### src/rtl/id_ex_skid_reg_pkg.sv
// Shared pipeline-register definitions: default field widths and the flat bundle layout
// used by the ID/EX register and its IF/ID, EX/MEM, MEM/WB successors.
package pipe_pkg;

    localparam int DEF_DATA_W = 32;
    localparam int DEF_REG_W  = 5;
    localparam int DEF_WB_W   = 2;
    localparam int DEF_M_W    = 3;
    localparam int DEF_EX_W   = 5;

    localparam int BUNDLE_W = 4*DEF_DATA_W + 2*DEF_REG_W + DEF_WB_W + DEF_M_W + DEF_EX_W;

    // Control groups sit in the low bits so a flush can zero them with one slice.
    localparam int OFF_EX    = 0;
    localparam int OFF_M     = OFF_EX    + DEF_EX_W;
    localparam int OFF_WB    = OFF_M     + DEF_M_W;
    localparam int OFF_INS15 = OFF_WB    + DEF_WB_W;
    localparam int OFF_INS20 = OFF_INS15 + DEF_REG_W;
    localparam int OFF_SEXT  = OFF_INS20 + DEF_REG_W;
    localparam int OFF_RD2   = OFF_SEXT  + DEF_DATA_W;
    localparam int OFF_RD1   = OFF_RD2   + DEF_DATA_W;
    localparam int OFF_PC4   = OFF_RD1   + DEF_DATA_W;

    function automatic int bundle_w(int dw, int rw, int wb, int m, int ex);
        return 4*dw + 2*rw + wb + m + ex;
    endfunction

    function automatic int ctrl_w(int wb, int m, int ex);
        return wb + m + ex;
    endfunction

endpackage

### src/rtl/id_ex_skid_reg_if.sv
// Decode-side and EX-side handshake plus payload of the ID/EX register.
interface id_ex_skid_reg_if #(
    parameter int DATA_W = 32,
    parameter int REG_W  = 5,
    parameter int WB_W   = 2,
    parameter int M_W    = 3,
    parameter int EX_W   = 5
);
    logic              in_valid;
    logic              in_ready;
    logic [DATA_W-1:0] in_pc_plus4, in_rd1, in_rd2, in_sign_ext;
    logic [REG_W-1:0]  in_ins20, in_ins15;
    logic [WB_W-1:0]   in_wb;
    logic [M_W-1:0]    in_m;
    logic [EX_W-1:0]   in_ex;
    logic              flush;
    logic              out_ready;
    logic              out_valid;
    logic [DATA_W-1:0] out_pc_plus4, out_rd1, out_rd2, out_sign_ext;
    logic [REG_W-1:0]  out_ins20, out_ins15;
    logic [WB_W-1:0]   out_wb;
    logic [M_W-1:0]    out_m;
    logic [EX_W-1:0]   out_ex;
    logic [1:0]        occupancy;

    modport master (
        output in_valid, in_pc_plus4, in_rd1, in_rd2, in_sign_ext, in_ins20, in_ins15,
               in_wb, in_m, in_ex, flush, out_ready,
        input  in_ready, out_valid, out_pc_plus4, out_rd1, out_rd2, out_sign_ext,
               out_ins20, out_ins15, out_wb, out_m, out_ex, occupancy
    );

    modport slave (
        input  in_valid, in_pc_plus4, in_rd1, in_rd2, in_sign_ext, in_ins20, in_ins15,
               in_wb, in_m, in_ex, flush, out_ready,
        output in_ready, out_valid, out_pc_plus4, out_rd1, out_rd2, out_sign_ext,
               out_ins20, out_ins15, out_wb, out_m, out_ex, occupancy
    );
endinterface

### src/rtl/id_ex_skid_reg_slot.sv
// One bundle-wide storage slot with valid bit; an invalid slot always holds zero control bits.
module skid_slot #(
    parameter int W      = 8,
    parameter int CTRL_W = 1
) (
    input  logic         clk,
    input  logic         rst,
    input  logic         flush,
    input  logic         ld,
    input  logic         vld_d,
    input  logic [W-1:0] d,
    output logic         vld,
    output logic [W-1:0] q
);
    always_ff @(posedge clk) begin
        if (rst) begin
            vld <= 1'b0;
            q   <= '0;
        end else if (flush) begin
            vld              <= 1'b0;
            q[CTRL_W-1:0]    <= '0;
        end else if (ld) begin
            vld <= vld_d;
            // Data of a bubble is don't-care; only the control slice must go quiet.
            if (vld_d) q <= d;
            else       q[CTRL_W-1:0] <= '0;
        end
    end
endmodule

### src/rtl/id_ex_skid_reg.sv
// ID/EX pipeline register: main slot drives EX, skid slot absorbs one entry during a stall.
module id_ex_skid_reg
    import pipe_pkg::*;
#(
    parameter int DATA_W = DEF_DATA_W,
    parameter int REG_W  = DEF_REG_W,
    parameter int WB_W   = DEF_WB_W,
    parameter int M_W    = DEF_M_W,
    parameter int EX_W   = DEF_EX_W
) (
    input  logic            clk,
    input  logic            rst,
    id_ex_skid_reg_if.slave bus
);
    localparam int BW = bundle_w(DATA_W, REG_W, WB_W, M_W, EX_W);
    localparam int CW = ctrl_w(WB_W, M_W, EX_W);

    logic [BW-1:0] in_b, main_d, main_q, skid_q;
    logic          main_vld, skid_vld, in_xfer, adv;
    logic          main_vld_d, skid_vld_d, skid_ld;

    assign in_b = {bus.in_pc_plus4, bus.in_rd1, bus.in_rd2, bus.in_sign_ext,
                   bus.in_ins20, bus.in_ins15, bus.in_wb, bus.in_m, bus.in_ex};

    assign bus.in_ready = ~skid_vld;
    assign in_xfer      = bus.in_valid & ~skid_vld;
    // Main advances when empty or when EX takes its entry.
    assign adv          = ~main_vld | bus.out_ready;

    assign main_vld_d = skid_vld | in_xfer;
    assign main_d     = skid_vld ? skid_q : in_b;
    assign skid_ld    = adv | in_xfer;
    assign skid_vld_d = adv ? (skid_vld & in_xfer) : in_xfer;

    skid_slot #(.W(BW), .CTRL_W(CW)) u_main (
        .clk(clk), .rst(rst), .flush(bus.flush), .ld(adv),
        .vld_d(main_vld_d), .d(main_d), .vld(main_vld), .q(main_q)
    );

    skid_slot #(.W(BW), .CTRL_W(CW)) u_skid (
        .clk(clk), .rst(rst), .flush(bus.flush), .ld(skid_ld),
        .vld_d(skid_vld_d), .d(in_b), .vld(skid_vld), .q(skid_q)
    );

    assign bus.out_valid = main_vld;
    assign {bus.out_pc_plus4, bus.out_rd1, bus.out_rd2, bus.out_sign_ext,
            bus.out_ins20, bus.out_ins15, bus.out_wb, bus.out_m, bus.out_ex} = main_q;
    assign bus.occupancy = {1'b0, main_vld} + {1'b0, skid_vld};
endmodule

### src/flat_wrapper.sv
// flat-port wrapper written by rule: the top's interface ports become plain ports
module id_ex_skid_reg_flat import pipe_pkg::*;
#(
    parameter int DATA_W = DEF_DATA_W,
    parameter int REG_W  = DEF_REG_W,
    parameter int WB_W   = DEF_WB_W,
    parameter int M_W    = DEF_M_W,
    parameter int EX_W   = DEF_EX_W
)
  (clk, rst, bus_in_valid, bus_in_pc_plus4, bus_in_rd1, bus_in_rd2, bus_in_sign_ext, bus_in_ins20, bus_in_ins15, bus_in_wb, bus_in_m, bus_in_ex, bus_flush, bus_out_ready, bus_in_ready, bus_out_valid, bus_out_pc_plus4, bus_out_rd1, bus_out_rd2, bus_out_sign_ext, bus_out_ins20, bus_out_ins15, bus_out_wb, bus_out_m, bus_out_ex, bus_occupancy);
  id_ex_skid_reg_if #(.DATA_W(DATA_W), .REG_W(REG_W), .WB_W(WB_W), .M_W(M_W), .EX_W(EX_W)) bus_i ();
  input  logic clk;
  input  logic rst;
  input wire logic [$bits(bus_i.in_valid)-1:0] bus_in_valid;
  input wire logic [$bits(bus_i.in_pc_plus4)-1:0] bus_in_pc_plus4;
  input wire logic [$bits(bus_i.in_rd1)-1:0] bus_in_rd1;
  input wire logic [$bits(bus_i.in_rd2)-1:0] bus_in_rd2;
  input wire logic [$bits(bus_i.in_sign_ext)-1:0] bus_in_sign_ext;
  input wire logic [$bits(bus_i.in_ins20)-1:0] bus_in_ins20;
  input wire logic [$bits(bus_i.in_ins15)-1:0] bus_in_ins15;
  input wire logic [$bits(bus_i.in_wb)-1:0] bus_in_wb;
  input wire logic [$bits(bus_i.in_m)-1:0] bus_in_m;
  input wire logic [$bits(bus_i.in_ex)-1:0] bus_in_ex;
  input wire logic [$bits(bus_i.flush)-1:0] bus_flush;
  input wire logic [$bits(bus_i.out_ready)-1:0] bus_out_ready;
  output wire logic [$bits(bus_i.in_ready)-1:0] bus_in_ready;
  output wire logic [$bits(bus_i.out_valid)-1:0] bus_out_valid;
  output wire logic [$bits(bus_i.out_pc_plus4)-1:0] bus_out_pc_plus4;
  output wire logic [$bits(bus_i.out_rd1)-1:0] bus_out_rd1;
  output wire logic [$bits(bus_i.out_rd2)-1:0] bus_out_rd2;
  output wire logic [$bits(bus_i.out_sign_ext)-1:0] bus_out_sign_ext;
  output wire logic [$bits(bus_i.out_ins20)-1:0] bus_out_ins20;
  output wire logic [$bits(bus_i.out_ins15)-1:0] bus_out_ins15;
  output wire logic [$bits(bus_i.out_wb)-1:0] bus_out_wb;
  output wire logic [$bits(bus_i.out_m)-1:0] bus_out_m;
  output wire logic [$bits(bus_i.out_ex)-1:0] bus_out_ex;
  output wire logic [$bits(bus_i.occupancy)-1:0] bus_occupancy;
  assign bus_i.in_valid = bus_in_valid;
  assign bus_i.in_pc_plus4 = bus_in_pc_plus4;
  assign bus_i.in_rd1 = bus_in_rd1;
  assign bus_i.in_rd2 = bus_in_rd2;
  assign bus_i.in_sign_ext = bus_in_sign_ext;
  assign bus_i.in_ins20 = bus_in_ins20;
  assign bus_i.in_ins15 = bus_in_ins15;
  assign bus_i.in_wb = bus_in_wb;
  assign bus_i.in_m = bus_in_m;
  assign bus_i.in_ex = bus_in_ex;
  assign bus_i.flush = bus_flush;
  assign bus_i.out_ready = bus_out_ready;
  assign bus_in_ready = bus_i.in_ready;
  assign bus_out_valid = bus_i.out_valid;
  assign bus_out_pc_plus4 = bus_i.out_pc_plus4;
  assign bus_out_rd1 = bus_i.out_rd1;
  assign bus_out_rd2 = bus_i.out_rd2;
  assign bus_out_sign_ext = bus_i.out_sign_ext;
  assign bus_out_ins20 = bus_i.out_ins20;
  assign bus_out_ins15 = bus_i.out_ins15;
  assign bus_out_wb = bus_i.out_wb;
  assign bus_out_m = bus_i.out_m;
  assign bus_out_ex = bus_i.out_ex;
  assign bus_occupancy = bus_i.occupancy;
  id_ex_skid_reg #(.DATA_W(DATA_W), .REG_W(REG_W), .WB_W(WB_W), .M_W(M_W), .EX_W(EX_W)) u_core (.clk(clk), .rst(rst), .bus(bus_i));
endmodule
### config.mk
export PLATFORM = sky130hd
export DESIGN_NAME = id_ex_skid_reg_flat
export DESIGN_NICKNAME = d
export VERILOG_FILES = /design/src/rtl/id_ex_skid_reg_pkg.sv /design/src/rtl/id_ex_skid_reg_if.sv /design/src/rtl/id_ex_skid_reg_slot.sv /design/src/rtl/id_ex_skid_reg.sv /design/src/flat_wrapper.sv
export SDC_FILE = /design/constraint.sdc
export NUM_CORES = 1
export LEC_CHECK = 0
export BUFFER_PORTS_ARGS = -buffer_cell sky130_fd_sc_hd__buf_2
export CAP_MARGIN = 40
export CORE_MARGIN = 5
export CORE_UTILIZATION = 49
export DETAILED_ROUTE_END_ITERATION = 7
export GPL_ROUTABILITY_DRIVEN = 0
export GPL_TIMING_DRIVEN = 0
export PLACE_DENSITY = 0.76
export SLEW_MARGIN = 20
export SYNTH_ARGS = -nofsm -noshare
export SYNTH_HDL_FRONTEND = slang
export SYNTH_SLANG_ARGS = --single-unit
### constraint.sdc
create_clock -name clk -period 1.4 [get_ports clk]
set_input_delay 0.07 -clock clk [delete_from_list [all_inputs] [get_ports clk]]
set_output_delay 0.07 -clock clk [all_outputs]
set_load 0.05 [all_outputs]
=== After elaboration in Yosys (flattened, before gate mapping) ===
Cells that the tools add are included.

* Add/subtract/negate cells: 1
* Multiplexer cells: 4
* Bitwise logic cells: 8
* Reduce and logical (&&, ||, !) cells: 3

{| class="wikitable"
|+ Operators by type and width
! kind !! count
|-
| 148-bit two-way mux || 1
|-
| 10-bit two-way mux || 2
|-
| 3-bit AND reduction || 2
|-
| 1-bit NOT || 3
|-
| 1-bit OR || 3
|-
| 1-bit by 1-bit adder with 2-bit output || 1
|-
| 1-bit AND || 2
|-
| 2-bit OR reduction || 1
|-
| 1-bit two-way mux || 1
|}

* Register bits after elaboration: 298
* Bits of input ports: 153
* Logic and storage cells: 22

=== Logic depth before layout (Yosys ltp) ===
Gate-level depths: netlist of the first run.

* Depth in word-level cells: 5
* Mapped depth: 6
* Mapped depth without buffers: 3

=== Modules after synthesis ===
From an unflattened synthesis of the first run, not the netlist that was laid out.

* Cell total of the unflattened synthesis: 1,468
* Area total of the unflattened synthesis: 15,471.1 sq um

{| class="wikitable"
|+ By module, submodules not included
! module !! instances !! cells an instance !! area each (sq um) !! seq. area each (sq um)
|-
| skid_slot || 2 || 648 || 6,637.6 || 2,982.9
|-
| id_ex_skid_reg || 1 || 172 || 2,195.9 || 0.0
|}

=== Least setup slack after synthesis of the first run ===
OpenSTA, ideal clock, no wires.

* Path kind: reg2reg
* From: register u_core.u_main.vld
* To: register u_core.u_skid.q[100]
* Arrival time: 1.618 ns
* Setup slack: -0.290 ns
* Stages on the path, launching flop included: 7
* Period minus slack after synthesis: 1.690 ns
* Cell sequence: dfxtp_1 nand2b_1 buf_2 nor3_4 buf_6 buf_6 mux2i_1

* Word-level cells in the longest chain between the ends: 4
* Elaborated cells on any way between the ends: 5
* Those cells by class: mux (1); bitwise (3); reduce/logical (1)

{| class="wikitable"
|+ Ends and longest elaborated chain
! item !! RTL line !! source
|-
| from (decl) || id_ex_skid_reg_slot.sv:12 || <nowiki>output logic vld,</nowiki>
|-
| from (signal assigned) || id_ex_skid_reg_slot.sv:23 || <nowiki>vld <= vld_d;</nowiki>
|-
| 1-bit NOT (*) || id_ex_skid_reg.sv:28 || <nowiki>assign adv = ~main_vld | bus.out_ready;</nowiki>
|-
| 1-bit OR (*) || id_ex_skid_reg.sv:28 ||
|-
| 1-bit two-way mux / 1-bit OR (equally long branches) || id_ex_skid_reg.sv:33, id_ex_skid_reg.sv:32 ||
|-
| 3-bit AND reduction (no source line) (*) || - ||
|-
| to (signal, indexed assignment) || id_ex_skid_reg_slot.sv:21 || <nowiki>q[CTRL_W-1:0] <= '0;</nowiki>
|-
| to (signal assigned) || id_ex_skid_reg_slot.sv:25 || <nowiki>if (vld_d) q <= d;</nowiki>
|-
| to (signal, indexed assignment) || id_ex_skid_reg_slot.sv:26 || <nowiki>else q[CTRL_W-1:0] <= '0;</nowiki>
|-
| to (decl) || id_ex_skid_reg_slot.sv:13 || <nowiki>output logic [W-1:0] q</nowiki>
|}

Every way passes the cells marked *; elsewhere a longest branch is shown, timed or not.
A chain may end at the register's enable or synchronous reset.

=== Worst setup path in the final report of the first run ===
* From: register u_core.u_skid.vld
* To: register u_core.u_skid.q[71]

* Word-level cells in the longest chain between the ends: 5
* Elaborated cells on any way between the ends: 6
* Those cells by class: mux (1); bitwise (4); reduce/logical (1)

{| class="wikitable"
|+ Ends and longest elaborated chain
! item !! RTL line !! source
|-
| from (decl) || id_ex_skid_reg_slot.sv:12 ||
|-
| from (signal assigned) || id_ex_skid_reg_slot.sv:23 ||
|-
| 1-bit NOT || id_ex_skid_reg.sv:26 || <nowiki>assign in_xfer = bus.in_valid & ~skid_vld;</nowiki>
|-
| 1-bit AND || id_ex_skid_reg.sv:26 ||
|-
| 1-bit AND || id_ex_skid_reg.sv:33 || <nowiki>assign skid_vld_d = adv ? (skid_vld & in_xfer) : in_xfer;</nowiki>
|-
| 1-bit two-way mux || id_ex_skid_reg.sv:33 ||
|-
| 3-bit AND reduction (no source line) (*) || - ||
|}

Marks and branches as above.

==> results of run 1 <==
[registers in the layout (all words and copies together), names as in the netlist]
register	count
u_core.u_main.vld	1
u_core.u_main.q	148
u_core.u_skid.q	148
u_core.u_skid.vld	1
[worst paths after layout]
kind,from,to
min,bus_in_valid,u_core.u_skid.vld
max,u_core.u_skid.vld,u_core.u_skid.q[71]
max reg2reg,u_core.u_skid.vld,u_core.u_skid.q[71]
min reg2reg,u_core.u_skid.q[1],u_core.u_skid.q[1]
[per-stage QoR]
step / setup TNS [ns] / util, %
after CTS: -26.03 / 73.6
final: -31.63 / 80.6
after global placement: -110.04 / 56.8
after global routing: -40.34 / 80.6
after floorplan: -4.09 / -
after detailed placement: -109.35 / 56.8
[routing by layer]
| layer | global-route usage, % | vias up |
|---|---|---|
| li1 | - | 5826 |
| met1 | 35.8 | 6546 |
| met2 | 49.3 | 768 |
| met3 | 5.57 | 237 |
| met4 | 12.4 | 0 |
| met5 | 0 | - |
[power groups by stage]
stage	Sequential, mW	Clock, mW	Combinational [mW]
final	9.10	9.11	4.51
after global routing	9.12	9.47	4.68
after CTS	9.00	9.04	3.83
after detailed placement	9.15	0	2.97
after global placement	9.15	0	2.93
after floorplan	10.1	0	1.06
[synth_stat cells]
cell type	instances	share of area (%)
inv_1	1	0.028
a211oi_1	148	8.4
or2_1	2	0.094
mux2i_1	276	21
nand2_1	20	0.57
nor2_1	12	0.34
nand2b_1	278	13
nor3_4	1	0.12
buf_6	14	1.2
o21ba_2	1	0.076
a21oi_1	159	6.0
buf_1	1	0.028
buf_4	3	0.17
dfxtp_1	298	45
nor2b_1	2	0.094
nor3_1	1	0.038
ha_1	1	0.094
clkbuf_1	54	1.5
buf_2	58	2.2
[layout by cell type (no fill, tap or decap), types with 44 or more instances in the layout]
cell	n
a211oi_2	80
buf_2	305
clkbuf_1	46
mux2i_2	72
dfxtp_1	296
clkbuf_16	55
dlygate4sd3_1	149
buf_12	44
nand2b_1	276
a211oi_1	68
a21oi_4	76
mux2i_1	192
a21oi_1	57
[worst reg2reg max path, stage by stage (launching register included)]
cell and delay (ns):
dfxtp_2 0.33, buf_8 0.13, nand2b_4 0.15, nor3_4 0.19
buf_6 0.19, clkbuf_16 0.18, clkbuf_16 0.16, mux2i_1 0.22
[cell type report]
class                           instances  area, um^2  area share (%)
Clock inverter                          5        53.8           0.249
Multi-Input combinational cell        901        8430            39.0
Clock buffer                           52        1070            4.96
Sequential cell                       298        5970            27.6
Timing Repair Buffer                  514        4270            19.8
Antenna cell                            3        7.51          0.0347
Buffer                                126        1360            6.31
Tap cell                              341         427            1.97
Inverter                                1        3.75          0.0174
[cell families after synthesis]
logic type	Yosys count	share of synthesized area (%)
DFF	298	45.0
adders and majority gates	1	0.0945
buffers and inverters	131	5.14
and+or+nand+nor	316	14.4
muxes	276	20.9
AOI/OAI and AO/OA	308	14.5
[repair_timing]
| action | CTS | global route |
|---|---|---|
| resized for setup | 293 | 331 |
| cloned | 23 | 16 |
| endpoints found under the hold margin | 296 | 0 |
| pin swaps | 68 | 123 |
| setup buffers | 21 | 6 |
| endpoints found under the setup margin | 298 | 291 |
| hold buffers | 149 | 0 |
==> impl_metrics.py, run 1 <==
metrics = {
    "worst_setup_path": {
        "crit_slowest_cell": "dfxtp_2",
        "start_kind": "flop",
        "critical_path.top_delay_family": "buffers and inverters",
        "crit_path_cell_trace": "buf_8 -> nand2b_4 -> nor3_4 -> buf_6 -> clkbuf_16 -> clkbuf_16 -> mux2i_1",
        "crit_fanout": 6,
        "worst-path-stages": 7,
        "cp_common_cell": "clkbuf_16",
        "rr_worst_depth": 7,
        "end_kind": "flop",
        "critPathKind": "reg -> reg",
        "worst-path-buf-inv": 4,
        "worstPathArrival_ns": 2.06,
        "reg2reg_slack_ns": -0.24,
        "critPathMaxStageDelay_ns": 0.33,
        "crit_required_ns": 1.82,
    },
    "clock_network": {
        "cts_sinks": 298,
        "clkLatencyLatePin_ns": 0.51,
        "cts_made_buffers": 34,
        "clkSlewWorstSetupHoldPaths_ns": 0.06,
        "htreeDepth": 2,
        "root_buffer": "clkbuf_16",
        "cts_tree": "yes",
        "cts.path.max_buffers": 3,
    },
    "route": {
        "firstDrtPassIters": 8,
        "wire_per_inst_um": 24.2,
        "drc": 0,
        "route.met2.wl_mm": 27.1,
        "postRouteWirelength_mm": 54.2,
        "ant_nets": 0,
        "drt_iter0_drc": 1010,
        "top_layer_used": "met4",
        "vias": 13400,
        "viasPerCell": 5.97,
        "dr_wl_met3_mm": 4.00,
        "drt-met1-wl_mm": 20.1,
    },
    "logic_synthesis": {
        "ys_ff_latch": 298,
        "syn_avg_cell_area_um2": 9.96,
        "syn_inst": 1330,
        "synthDistinctLibCells": 19,
        "yosysWarnings": 0,
        "synth_fp_nets": 1484,
        "netlist_area_um2": 13200,
        "ys_seq_area_share_pct": 45.0,
    },
    "power_and_ir_drop": {
        "pwr-share-seq_pct": 40.1,
        "leakage_nw": 8.19,
        "vdd_ir_drop_max_v": 0.000982,
        "power_switching_mw": 6.65,
        "power.density_nw_per_um2": 1050,
        "swShare_pct": 29.3,
        "p_comb_share_pct": 19.8,
        "p_int_mw": 16.1,
        "clkPwrFrac_pct": 40.1,
        "power_mw": 22.7,
    },
    "final_layout": {
        "drive_above_1_share_pct": 41.0,
        "nFillCells": 1331,
        "area_delta_synth_final_pct": 63.1,
        "fin_area_um2": 21600,
        "nets": 2030,
        "instances_no_fill": 2241,
    },
    "floorplanning": {
        "dieArea_um2": 30400,
        "core_region_area_um2": 26800,
        "rows": 60,
        "ioPinCount": 305,
        "initial_core_util_pct": 49.4,
        "die_h_um": 174,
        "die_w_um": 174,
    },
    "sta": {
        "timing.hold.ws_ns": 0.0555,
        "period_share_pct": 117,
        "slew_violations": 0,
        "final.setup.worst_slack_ns": -0.236,
        "setup_viol": 262,
        "tightest_slew_ns": 0.860,
        "fin_worst_skew_ns": 0.0136,
        "hold_viol": 0,
        "min_period_ns": 1.64,
        "rsz0062_at_grt": "true",
        "fmax_mhz": 611,
        "slew_headroom_pct": 42.7,
    },
    "place": {
        "place_inst": 1975,
        "port_buffers": 303,
        "dp_slack_ns": -0.581,
        "post_dp_cell_area_um2": 15200,
        "hpwl_mm": 26.8,
    },
    "outcome": {
        "status": "finished, violations left",
        "violations": "setup timing",
    },
    "flow_run": {
        "drv_cap": 0,
    },
    "worst_hold_path": {
        "hold_class": "in -> reg",
        "hold_path_depth": 4,
    },
    "global_routing": {
        "grt_max_degree": 20,
        "grt_pass1_vias": 13000,
        "grt_usage_pct": 29.0,
        "grt_pass1_wl_mm": 71.9,
        "antenna_found_initial": 2,
        "gr-total-overflow": 0,
    },
}
Power figures use the tool's default switching activity.
==> inputs of run 2 (changes only) <==
==> constraint.sdc (replaced) <==
create_clock -name clk -period 1.4 [get_ports clk]
set_input_delay 0 -clock clk [delete_from_list [all_inputs] [get_ports clk]]
set_output_delay 0 -clock clk [all_outputs]
set_load 0.05 [all_outputs]
==> impl_metrics.py, run 2 (synthesis gave the netlist of run 1 again) <==
metrics = {
    "outcome": {
        "status": "finished, violations left",
        "violations": "setup timing",
    },
    "power_and_ir_drop": {
        "clkPwrFrac_pct": 40.2,
        "power_switching_mw": 6.75,
        "vdd_ir_drop_max_v": 0.000979,
        "pwr-share-seq_pct": 39.6,
        "leakage_nw": 8.35,
        "p_comb_share_pct": 20.2,
        "swShare_pct": 29.5,
        "p_int_mw": 16.1,
        "power_mw": 22.9,
        "power.density_nw_per_um2": 1030,
    },
    "final_layout": {
        "area_delta_synth_final_pct": 67.0,
        "nets": 2061,
        "multi_input_area_um2": 8300,
        "final_common_cell": "buf_2",
        "ff_latch_area_um2": 5970,
        "drive_above_1_share_pct": 42.6,
        "final_cell_mix": "304 x buf_2, 296 x dfxtp_1, 276 x nand2b_1",
        "fin_area_um2": 22100,
        "final_util_pct": 82.5,
        "instances_no_fill": 2271,
        "nFillCells": 1269,
        "largestRegisters": "u_core.u_main.q x148, u_core.u_skid.q x148",
    },
    "floorplanning": {
        "core_region_area_um2": 26800,
        "rows": 60,
        "die_w_um": 174,
        "initial_core_util_pct": 49.4,
        "dieArea_um2": 30400,
        "die_h_um": 174,
        "ioPinCount": 305,
    },
    "worst_setup_path": {
        "worstPathArrival_ns": 2.10,
        "reg2reg_slack_ns": -0.29,
        "critPathKind": "reg -> reg",
        "start_kind": "flop",
        "crit_path_cell_trace": "buf_8 -> nand2b_4 -> nor3_4 -> buf_6 -> buf_12 -> buf_12 -> buf_6 -> mux2i_1",
        "r2r-end": "u_core.u_skid.q[130]",
        "end_kind": "flop",
        "r2r-start": "u_core.u_skid.vld",
        "critPathMaxStageDelay_ns": 0.33,
        "rr_worst_depth": 8,
        "crit_required_ns": 1.81,
        "crit_slowest_cell": "dfxtp_2",
        "crit_fanout": 5,
    },
    "worst_hold_path": {
        "hold_start": "rst",
        "hold_class": "in -> reg",
        "worstHoldEndpoint": "u_core.u_main.q[9]",
        "hold_path_depth": 3,
    },
    "global_routing": {
        "grt_usage_pct": 28.9,
        "gr-total-overflow": 0,
        "antenna_found_initial": 2,
        "grt_pass1_vias": 13100,
        "grt_pass1_wl_mm": 71.7,
        "grt_max_degree": 14,
    },
    "sta": {
        "timing.hold.ws_ns": 0.0398,
        "fmax_mhz": 592,
        "final.setup.worst_slack_ns": -0.290,
        "fin_tns_setup_ns": -43.61,
        "hold_viol": 0,
        "slew_violations": 0,
        "fin_worst_skew_ns": 0.0123,
        "setup_viol": 277,
        "period_share_pct": 121,
        "slew_headroom_pct": 44.3,
        "min_period_ns": 1.69,
        "tightest_slew_ns": 0.835,
        "rsz0062_at_grt": "true",
    },
    "clock_network": {
        "cts.path.max_buffers": 3,
        "htreeDepth": 2,
        "clkLatencyLatePin_ns": 0.51,
        "root_buffer": "clkbuf_16",
        "clkSlewWorstSetupHoldPaths_ns": 0.06,
        "cts_sinks": 298,
        "cts_tree": "yes",
        "cts_made_buffers": 34,
    },
    "place": {
        "port_buffers": 303,
        "dp_slack_ns": -0.581,
        "hpwl_mm": 26.8,
        "place_inst": 1975,
        "post_dp_cell_area_um2": 15200,
    },
    "flow_run": {
        "drv_cap": 0,
    },
    "route": {
        "drc": 0,
        "viasPerCell": 6.04,
        "postRouteWirelength_mm": 57.2,
        "vias": 13700,
        "ant_nets": 0,
        "drt_iter0_drc": 1147,
        "firstDrtPassIters": 5,
        "wire_per_inst_um": 25.2,
    },
}
run 2: cell types whose count changed in the layout (fill, tap and decap cells not counted), moves of 12 or more:
cell       previous run  this run
a21oi_4              76        25
a21oi_2              26        65
a211oi_1             68        39
a211oi_2             80       106
clkbuf_16            55        75
mux2i_2              72        56
mux2i_4              12        27
a21oi_1              57        69
run 2: layout make-up:
type	count	share of cell area (%)
Sequential cell	298	27.0
Timing Repair Buffer	547	22.3
Buffer	124	6.16
Tap cell	341	1.93
Clock buffer	52	4.85
Clock inverter	5	0.243
Multi-Input combinational cell	901	37.5
Antenna cell	2	0.0226
Inverter	1	0.0396
run 2: how the worst max path moves through the flow:
stage	from	end	slack, ns
detailed placement	u_core.u_skid.vld	u_core.u_main.q[37]	-0.58
CTS	u_core.u_skid.vld	u_core.u_skid.q[91]	-0.20
global route	u_core.u_skid.vld	u_core.u_main.q[138]	-0.37
floorplan	u_core.u_main.vld	u_core.u_skid.q[10]	-0.04
finish	u_core.u_skid.vld	u_core.u_skid.q[130]	-0.29
global placement	rst	u_core.u_main.q[34]	-0.58
run 2: power groups by stage:
stage	clock network, mW	logic, mW	registers, mW
3_5_place_dp	0	2.97	9.15
4_1_cts	9.04	3.83	9.00
6_report	9.19	4.61	9.07
3_3_place_gp	0	2.93	9.15
2_1_floorplan	0	1.06	10.1
5_1_grt	9.55	4.78	9.08
run 2: routing by layer:
metal | track usage [%] | wire length, um | vias up
li1 | - | - | 5868
met1 | 35.3 | 21100 | 6700
met5 | 0 | 0 | -
met3 | 5.65 | 4320 | 283
met2 | 49.9 | 27900 | 855
met4 | 11.8 | 3900 | 0
run 2: critical path, delay by kind of cell (launching register included):
family        cells  cell delay, ns
buf+inv           5            0.68
simple gates      2            0.35
flops             1            0.33
mux               1            0.23
run 2: repair_timing:
item / 4_1_cts / 5_1_grt
resized for setup: 305 / 314
pin swaps: 69 / 92
endpoints found under the hold margin: 298 / 0
setup buffers: 24 / 17
endpoints found under the setup margin: 297 / 293
hold buffers: 150 / 0
cloned: 23 / 36
==> inputs of run 3 (changes only) <==
--- a/config.mk
+++ b/config.mk
@@ -8,11 +8,10 @@
 export BUFFER_PORTS_ARGS = -buffer_cell sky130_fd_sc_hd__buf_2
 export CAP_MARGIN = 40
 export CORE_MARGIN = 5
-export CORE_UTILIZATION = 49
+export CORE_UTILIZATION = 35
 export DETAILED_ROUTE_END_ITERATION = 7
 export GPL_ROUTABILITY_DRIVEN = 0
 export GPL_TIMING_DRIVEN = 0
-export PLACE_DENSITY = 0.76
 export SLEW_MARGIN = 20
 export SYNTH_ARGS = -nofsm -noshare
 export SYNTH_HDL_FRONTEND = slang
==> impl_metrics.py, run 3 (synthesis gave the netlist of run 1 again) <==
metrics = {
    "outcome": {
        "status": "finished, violations left",
        "violations": "setup timing",
    },
    "clock_network": {
        "htreeDepth": 2,
        "clkSlewWorstSetupHoldPaths_ns": 0.06,
        "clkLatencyLatePin_ns": 0.51,
        "cts.path.max_buffers": 3,
        "cts_sinks": 298,
        "cts_tree": "yes",
        "cts_made_buffers": 36,
        "root_buffer": "clkbuf_16",
    },
    "route": {
        "drt_iter0_drc": 493,
        "viasPerCell": 4.96,
        "firstDrtPassIters": 5,
        "drc": 0,
        "wire_per_inst_um": 19.3,
        "postRouteWirelength_mm": 46.9,
        "vias": 12000,
        "ant_nets": 0,
    },
    "sta": {
        "hold_viol": 0,
        "min_period_ns": 1.61,
        "setup_viol": 270,
        "slew_headroom_pct": 52.9,
        "final.setup.worst_slack_ns": -0.209,
        "timing.hold.ws_ns": 0.0527,
        "slew_violations": 0,
        "fin_tns_setup_ns": -27.56,
        "fin_worst_skew_ns": 0.00894,
        "tightest_slew_ns": 0.706,
        "rsz0062_at_grt": "true",
        "period_share_pct": 115,
        "fmax_mhz": 622,
    },
    "worst_setup_path": {
        "cp-startpoint": "u_core.u_skid.vld",
        "cp_common_cell": "buf_12",
        "rr_worst_depth": 8,
        "critPathMaxStageDelay_ns": 0.32,
        "critPathKind": "reg -> reg",
        "crit_required_ns": 1.84,
        "start_kind": "flop",
        "crit_path_cell_trace": "buf_6 -> nand2b_4 -> nor3_4 -> buf_12 -> buf_8 -> buf_12 -> clkbuf_16 -> mux2i_1",
        "r2r-end": "u_core.u_skid.q[72]",
        "r2r-start": "u_core.u_skid.vld",
        "worstPathArrival_ns": 2.05,
        "end_kind": "flop",
        "reg2reg_slack_ns": -0.21,
        "worstSetupEndpoint": "u_core.u_skid.q[72]",
        "crit_fanout": 6,
        "crit_slowest_cell": "dfxtp_2",
    },
    "global_routing": {
        "gr-total-overflow": 0,
        "grt_usage_pct": 20.5,
        "antenna_found_initial": 6,
        "grt_pass1_wl_mm": 69.0,
        "grt_max_degree": 13,
        "grt_pass1_vias": 12300,
    },
    "floorplanning": {
        "core_region_area_um2": 37500,
        "rows": 71,
        "dieArea_um2": 41800,
        "die_h_um": 205,
        "die_w_um": 205,
        "initial_core_util_pct": 35.3,
        "ioPinCount": 305,
    },
    "final_layout": {
        "largestRegisters": "u_core.u_main.q x148, u_core.u_skid.q x148",
        "ff_latch_area_um2": 5970,
        "final_common_cell": "buf_2",
        "nFillCells": 3250,
        "area_delta_synth_final_pct": 57.5,
        "final_cell_mix": "305 x buf_2, 296 x dfxtp_1, 276 x nand2b_1",
        "fin_area_um2": 20900,
        "nets": 2038,
        "drive_above_1_share_pct": 34.1,
        "multi_input_area_um2": 7430,
    },
    "place": {
        "port_buffers": 303,
        "hpwl_mm": 29.6,
        "post_dp_cell_area_um2": 15400,
    },
    "flow_run": {
        "drv_cap": 0,
    },
    "worst_hold_path": {
        "hold_start": "rst",
        "hold_class": "in -> reg",
    },
    "power_and_ir_drop": {
        "power.density_nw_per_um2": 1070,
        "leakage_nw": 7.84,
        "vdd_ir_drop_max_v": 0.000789,
    },
}
## run 3: cell types whose count changed in the layout (fill, tap and decap cells not counted), moves of 13 or more
cell       delta
a21oi_2      -29
mux2i_2      -39
clkbuf_16    -14
a211oi_1     +50
mux2i_1      +53
a211oi_2     -47
a21oi_4      -13
mux2i_4      -14
a21oi_1      +42
## run 3: area by class of cell
class / instances / share of cell area [%]
diodes: 5 / 0.0600
well taps: 511 / 3.07
flip-flops and latches: 298 / 28.6
clock inverters: 6 / 0.186
plain buffers: 128 / 6.47
repair buffers: 518 / 20.5
inverters: 1 / 0.0300
multi-input cells: 901 / 35.6
clock buffers: 58 / 5.44
## run 3: worst min-delay path by stage
stage                     endpoint  slack (ns)  cells past startpoint
2_1_floorplan    u_core.u_skid.vld        0.14                      2
3_3_place_gp   u_core.u_skid.q[50]        0.27                      3
3_5_place_dp   u_core.u_skid.q[78]        0.28                      3
4_1_cts         u_core.u_main.q[9]        0.03                      3
5_1_grt         u_core.u_main.q[9]        0.09                      3
6_report        u_core.u_main.q[9]        0.05                      3
## run 3: timing repair
item | CTS | global route
hold buffers | 150 | 0
endpoints found under the hold margin | 298 | 0
pin swaps | 82 | 33
setup endpoints to repair | 298 | 297
setup buffers | 18 | 13
cloned | 15 | 23
resized for setup | 268 | 131
## run 3: per-stage QoR
step | power, mW | utilization (%) | cells | worst slack (ns)
after floorplan | 11.2 | - | 1330 | -0.0383
after global placement | 12.1 | 41.1 | 2144 | -0.660
after detailed placement | 12.2 | 41.2 | 2145 | -0.711
after CTS | 22.2 | 52.5 | 2391 | -0.222
after global routing | 23.0 | 55.6 | 2426 | -0.280
final | 22.2 | 55.6 | 2426 | -0.209
## run 3: critical path: cells and delay by family (launching register included)
kind	cells	cell delay [ns]
DFF	1	0.32
buffers and inverters	5	0.69
and+or+nand+nor	2	0.31
muxes	1	0.20
## run 3: report_power, final
part	leakage [nW]	internal, mW	switching (mW)	total, mW
sequential	2.43	8.80	0.202	9.01
clock	0.575	5.54	3.67	9.21
combinational	4.84	1.61	2.40	4.01
## run 3: routing by layer
layer,wire [um],track usage (%),vias up
met5,11,0,-
met4,1710,6.82,2
met3,2160,3.17,95
met2,22100,33.8,312
met1,20900,27.6,5804
li1,-,-,5820
